===== src/rtl/echo_arbiter.sv =====
// Two-requester echo arbiter: stages one request per requester, grants the
// shared echo datapath round-robin, and records the granted requester id in a
// tag FIFO so that in-order responses return to whoever issued them.
module echo_arbiter #(
  parameter int TAGDEPTH = 4
) (
  input  logic        CLK,
  input  logic        nRST,
  input  logic        req0__ENA,
  input  logic [31:0] req0_v,
  output logic        req0__RDY,
  input  logic        req1__ENA,
  input  logic [31:0] req1_v,
  output logic        req1__RDY,
  output logic        out_echoReq__ENA,
  output logic [31:0] out_echoReq_v,
  input  logic        out_echoReq__RDY,
  input  logic        rsp__ENA,
  input  logic [31:0] rsp_v,
  output logic        rsp__RDY,
  output logic        ind0_echo__ENA,
  output logic [31:0] ind0_echo_v,
  input  logic        ind0_echo__RDY,
  output logic        ind1_echo__ENA,
  output logic [31:0] ind1_echo_v,
  input  logic        ind1_echo__RDY
);

  localparam int PW = (TAGDEPTH > 1) ? $clog2(TAGDEPTH) : 1;
  localparam int CW = $clog2(TAGDEPTH + 1);

  // Staging entries, one per requester
  logic [1:0]    valid_q, valid_d;
  logic [31:0]   data_q [2];
  logic [31:0]   data_d [2];
  logic [31:0]   req_v  [2];
  logic [1:0]    capture;

  // Round-robin pointer: requester that wins when both are valid
  logic          prio_q, prio_d;

  // Tag FIFO of requester ids in issue order
  logic          tag_mem_q [TAGDEPTH];
  logic [PW-1:0] wr_ptr_q, wr_ptr_d;
  logic [PW-1:0] rd_ptr_q, rd_ptr_d;
  logic [CW-1:0] count_q, count_d;

  logic          full;
  logic          issue;
  logic          sel;
  logic          head;
  logic          pop;

  assign req_v[0] = req0_v;
  assign req_v[1] = req1_v;

  assign req0__RDY = ~valid_q[0];
  assign req1__RDY = ~valid_q[1];

  // Capture is gated by RDY so an ENA on a busy entry is silently dropped.
  assign capture[0] = req0__ENA & ~valid_q[0];
  assign capture[1] = req1__ENA & ~valid_q[1];

  // Full is judged on the pre-pop count: a response never frees a slot for
  // an issue in the same cycle.
  assign full  = (count_q == CW'(TAGDEPTH));
  assign issue = out_echoReq__RDY & ~full & (|valid_q);
  assign sel   = (valid_q[0] & valid_q[1]) ? prio_q : valid_q[1];

  assign out_echoReq__ENA = issue;
  assign out_echoReq_v    = issue ? data_q[sel] : '0;

  // Responses go to the oldest outstanding requester, if it can take one.
  assign head     = tag_mem_q[rd_ptr_q];
  assign rsp__RDY = (count_q != '0) & (head ? ind1_echo__RDY : ind0_echo__RDY);
  assign pop      = rsp__ENA & rsp__RDY;

  assign ind0_echo__ENA = pop & ~head;
  assign ind0_echo_v    = (pop & ~head) ? rsp_v : '0;
  assign ind1_echo__ENA = pop & head;
  assign ind1_echo_v    = (pop & head) ? rsp_v : '0;

  // Next-state: staging capture/clear, round-robin update, FIFO bookkeeping
  always_comb begin
    // NOTE: every signal gets a default first so no path leaves it unassigned,
    // which would otherwise infer a latch.
    valid_d  = valid_q;
    data_d   = data_q;
    prio_d   = prio_q;
    wr_ptr_d = wr_ptr_q;
    rd_ptr_d = rd_ptr_q;

    for (int i = 0; i < 2; i++) begin
      if (capture[i]) begin
        valid_d[i] = 1'b1;
        data_d[i]  = req_v[i];
      end
    end

    // The selected entry is valid, hence never the one being captured.
    if (issue) begin
      valid_d[sel] = 1'b0;
      prio_d       = ~sel;
      wr_ptr_d     = wr_ptr_q + PW'(1);
    end

    if (pop) begin
      rd_ptr_d = rd_ptr_q + PW'(1);
    end

    count_d = count_q + CW'(issue) - CW'(pop);
  end

  // Control and staging state with asynchronous clear
  always_ff @(posedge CLK or negedge nRST) begin
    if (!nRST) begin
      valid_q   <= '0;
      data_q[0] <= '0;
      data_q[1] <= '0;
      prio_q    <= 1'b0;
      wr_ptr_q  <= '0;
      rd_ptr_q  <= '0;
      count_q   <= '0;
    end else begin
      // NOTE: sequential state uses non-blocking assignments so every
      // register samples its pre-edge inputs regardless of statement order.
      valid_q  <= valid_d;
      data_q   <= data_d;
      prio_q   <= prio_d;
      wr_ptr_q <= wr_ptr_d;
      rd_ptr_q <= rd_ptr_d;
      count_q  <= count_d;
    end
  end

  // Tag storage write on issue
  always_ff @(posedge CLK) begin
    // NOTE: the tag array is left unreset; slots are only read while count
    // says they hold a pushed id, so clearing the pointers is sufficient.
    if (issue) begin
      tag_mem_q[wr_ptr_q] <= sel;
    end
  end

endmodule


===== config.mk =====
export PLATFORM = sky130hd
export DESIGN_NAME = echo_arbiter
export DESIGN_NICKNAME = d
export VERILOG_FILES = /design/src/rtl/echo_arbiter.sv
export SDC_FILE = /design/constraint.sdc
export NUM_CORES = 1
export LEC_CHECK = 0
export ABC_CLOCK_PERIOD_IN_PS = 4200
export CORE_AREA = 2 2 99 101
export CTS_BUF_LIST = sky130_fd_sc_hd__clkbuf_8
export DETAILED_ROUTE_END_ITERATION = 8
export DIE_AREA = 0 0 101 103
export PLACE_DENSITY = 0.93
export SYNTH_ARGS = -nofsm -noshare
export SYNTH_HDL_FRONTEND = slang
export SYNTH_SLANG_ARGS = --single-unit

===== constraint.sdc =====
create_clock -name CLK -period 4.2 [get_ports CLK]
set_input_delay 0.84 -clock CLK [delete_from_list [all_inputs] [get_ports CLK]]
set_output_delay 0.84 -clock CLK [all_outputs]
set_load 0.02 [all_outputs]

==> flow_metrics.env <==
export IMPL_status="finished clean"
export IMPL_drive_gt1_frac=0.1561
export IMPL_layout_min_cycle_time_ps=3676
export IMPL_cap_violations=0
export IMPL_dp_cells=681
export IMPL_syn_num_nets=492
export IMPL_synth_top_area_share=0.4519
export IMPL_fin_util=0.6849
export IMPL_rr_startpoint="rd_ptr_q[1]"
export IMPL_clock_root_buffer="clkbuf_8"
export IMPL_route_top_layer_used="met4"
export IMPL_synthXorXnorAreaFrac=0.008550
export IMPL_portBuffers=205
export IMPL_clkTransAtPathRegs_ps=80
export IMPL_dieArea_um2=10400
export IMPL_ys_warn_count=0
export IMPL_wl_met3_um=1123
export IMPL_yosysSeqAreaShare=0.4812
export IMPL_drt_met1_wl_um=4378
export IMPL_cp_startpoint="out_echoReq__RDY"
export IMPL_cts_sinks=78
export IMPL_fmax_mhz=272.1
export IMPL_peakVddDrop_mv=0.4407
export IMPL_gp_congestion=0.7703
export IMPL_worstPathRequired_ps=3360
export IMPL_cp_top_family="buffers and inverters"
export IMPL_final_max_slew_viol_count=0
export IMPL_worstPathArrival_ps=2840
export IMPL_min_delay_start="data_q[38]"
export IMPL_synth_distinct_cells=33
export IMPL_synthAdderAreaFrac=0.02321
export IMPL_synth_top_family_by_area="multiplexers"
export IMPL_drt_pass1_iterations=4
export IMPL_layout_setup_ws_ps=524.4
export IMPL_start_util=0.4332
export IMPL_cts_max_level=3
export IMPL_area_delta_synth_final_pct=58.11
export IMPL_totalWireLength_um=11920
export IMPL_rrSetupSlack_ps=1630
export IMPL_leakage_nw=2.666
export IMPL_hold_buffers=0
export IMPL_place_area_um2=6227
export IMPL_wl_met2_um=6171
export IMPL_netlist_area_um2=4098
export IMPL_ant_nets=0
export IMPL_core_region_area_um2=9459
export IMPL_rsz0062_at_grt="no"
export IMPL_fp_dieH_um=103
export IMPL_pre_cts_ws_ps=517.7
export IMPL_crit_type="input port to output port"
export IMPL_crit_path_start_kind="input port"
export IMPL_cts_buffers_inserted=9
export IMPL_grt_pass1_vias=3737
export IMPL_synthCells=381
export IMPL_slowest_delay_ps=650
export IMPL_grt_ovfl_total=0
export IMPL_worst_path_max_delay_cell="clkdlybuf4s50_1"
export IMPL_antenna_found_initial=0
export IMPL_finalSetupTns_ps=0
export IMPL_hold_path_class="flip-flop to flip-flop"
export IMPL_cts_max_path_buffers=2
export IMPL_drt_iter0_drc=123
export IMPL_gr_usage_all_layers=0.2276
export IMPL_pwr_density_cell_nw_per_um2=680.4
export IMPL_n_antenna_cell=0
export IMPL_timing_hold_ws_ps=506.2
export IMPL_grt_max_degree=75
export IMPL_nets=689
export IMPL_path_cells="clkdlybuf4s50_1, o31ai_4, a21o_1, buf_12, o22ai_1, clkdlybuf4s50_1"
export IMPL_fin_cells=697
export IMPL_post_cts_resize_count=0
export IMPL_cpMostUsedCell="clkdlybuf4s50_1"
export IMPL_slew_headroom=0.3429
export IMPL_ys_top_cells_by_area="dfrtp_1 (45%), mux2_2 (16%), and2_1 (10%)"
export IMPL_crit_fanout=20
export IMPL_muxShareOfSynthArea=0.1963
export IMPL_stdcell_area_um2=6479
export IMPL_synth_compound_area_frac=0.06473
export IMPL_power_mw=4.408
export IMPL_postCtsSetupBuffers=0
export IMPL_yosys_register_bits=78
export IMPL_vias=3581
export IMPL_setup_viol=0
export IMPL_fillers=679
export IMPL_ios=206
export IMPL_period_share=0.8752
export IMPL_worstSkewPairLatency_ps=350
export IMPL_wl_per_cell_um=17.10
export IMPL_skew_ps=13.13
export IMPL_final_common_cell="clkdlybuf4s50_1"
export IMPL_core_rowCount=36
export IMPL_cp_num_buf_inv=3
export IMPL_final_hold_viol_count=0
export IMPL_synth_avg_cell_area_um2=10.76
export IMPL_cp_end_kind="output port"
export IMPL_via_per_inst=5.138
export IMPL_drc=0
export IMPL_die_x_um=101
export IMPL_cts_tree="done"
export IMPL_synth_simple_area_share=0.1823
export IMPL_yosys_area_top_type="dfrtp_1"
export IMPL_place_hpwl_um=8930
export IMPL_worst_slew_pin_slew_ps=983.6
export IMPL_final_cell_mix="clkdlybuf4s50_1 (204), dfrtp_1 (74), and2_1 (68), nand2_1 (65), mux2_2 (60)"
export IMPL_grt_pass1_wl_um=18330
[worst paths after layout]
| path | cells past startpoint | endpoint |
|---|---|---|
| max reg2reg | 11 | count_q[2] |
| min in group asynchronous | 1 | data_q[60] |
| min | 1 | data_q[38] |
| min reg2reg | 1 | data_q[38] |
| max in group asynchronous | 1 | count_q[0] |
| max | 6 | out_echoReq_v[17] |
[cell usage after synthesis]
master,n
xnor2_1,3
nand2_1,65
fa_1,1
buf_4,1
buf_1,3
nor3b_1,1
a21oi_1,1
inv_1,9
o22ai_1,32
inv_2,2
and4b_1,1
mux2i_4,1
xor2_1,1
mux2i_1,5
o31ai_4,1
buf_2,11
nor3_1,1
nor2b_1,2
a21o_1,1
o31ai_1,1
o21ai_0,3
nor2_1,3
dfrtp_1,74
mux2_1,5
nand2b_1,2
ha_1,6
mux2_2,60
nor3b_4,1
edfxtp_1,4
and2_1,68
o22a_1,1
buf_6,3
clkbuf_1,8
[state kept, by name, summed over array words and instances (netlist names)]
register and cells:
rd_ptr_q 2, tag_mem_q 4, prio_q 1, wr_ptr_q 2
count_q 3, data_q 64, valid_q 2
[report_power, final]
| group | internal, mW | switching [mW] | total [mW] |
|---|---|---|---|
| sequential | 1.14 | 0.242 | 1.39 |
| combinational | 1.15 | 1.17 | 2.32 |
| clock | 0.404 | 0.299 | 0.703 |
[area by class of cell]
cell class / instances / area (µm²) / area share
Timing Repair Buffer: 212 / 2115 / 0.3264
Clock buffer: 9 / 123.9 / 0.01912
Tap cell: 114 / 142.6 / 0.02202
Sequential cell: 78 / 1972 / 0.3044
Multi-Input combinational cell: 266 / 1957 / 0.3020
Inverter: 11 / 41.29 / 0.006373
Clock inverter: 7 / 127.6 / 0.01970
[metal layers]
metal / up-vias / global-route usage
met4: 0 / 0.08836
met1: 1699 / 0.2455
met2: 182 / 0.4159
li1: 1679 / -
met3: 21 / 0.07390
met5: - / 0
[kinds of logic after synthesis]
group	Yosys count
simple gates	144
mux	71
xor+xnor	4
buf+inv	37
compound gates	40
flops	78
fa+ha+maj	7
(Power assumes the default switching activity.)
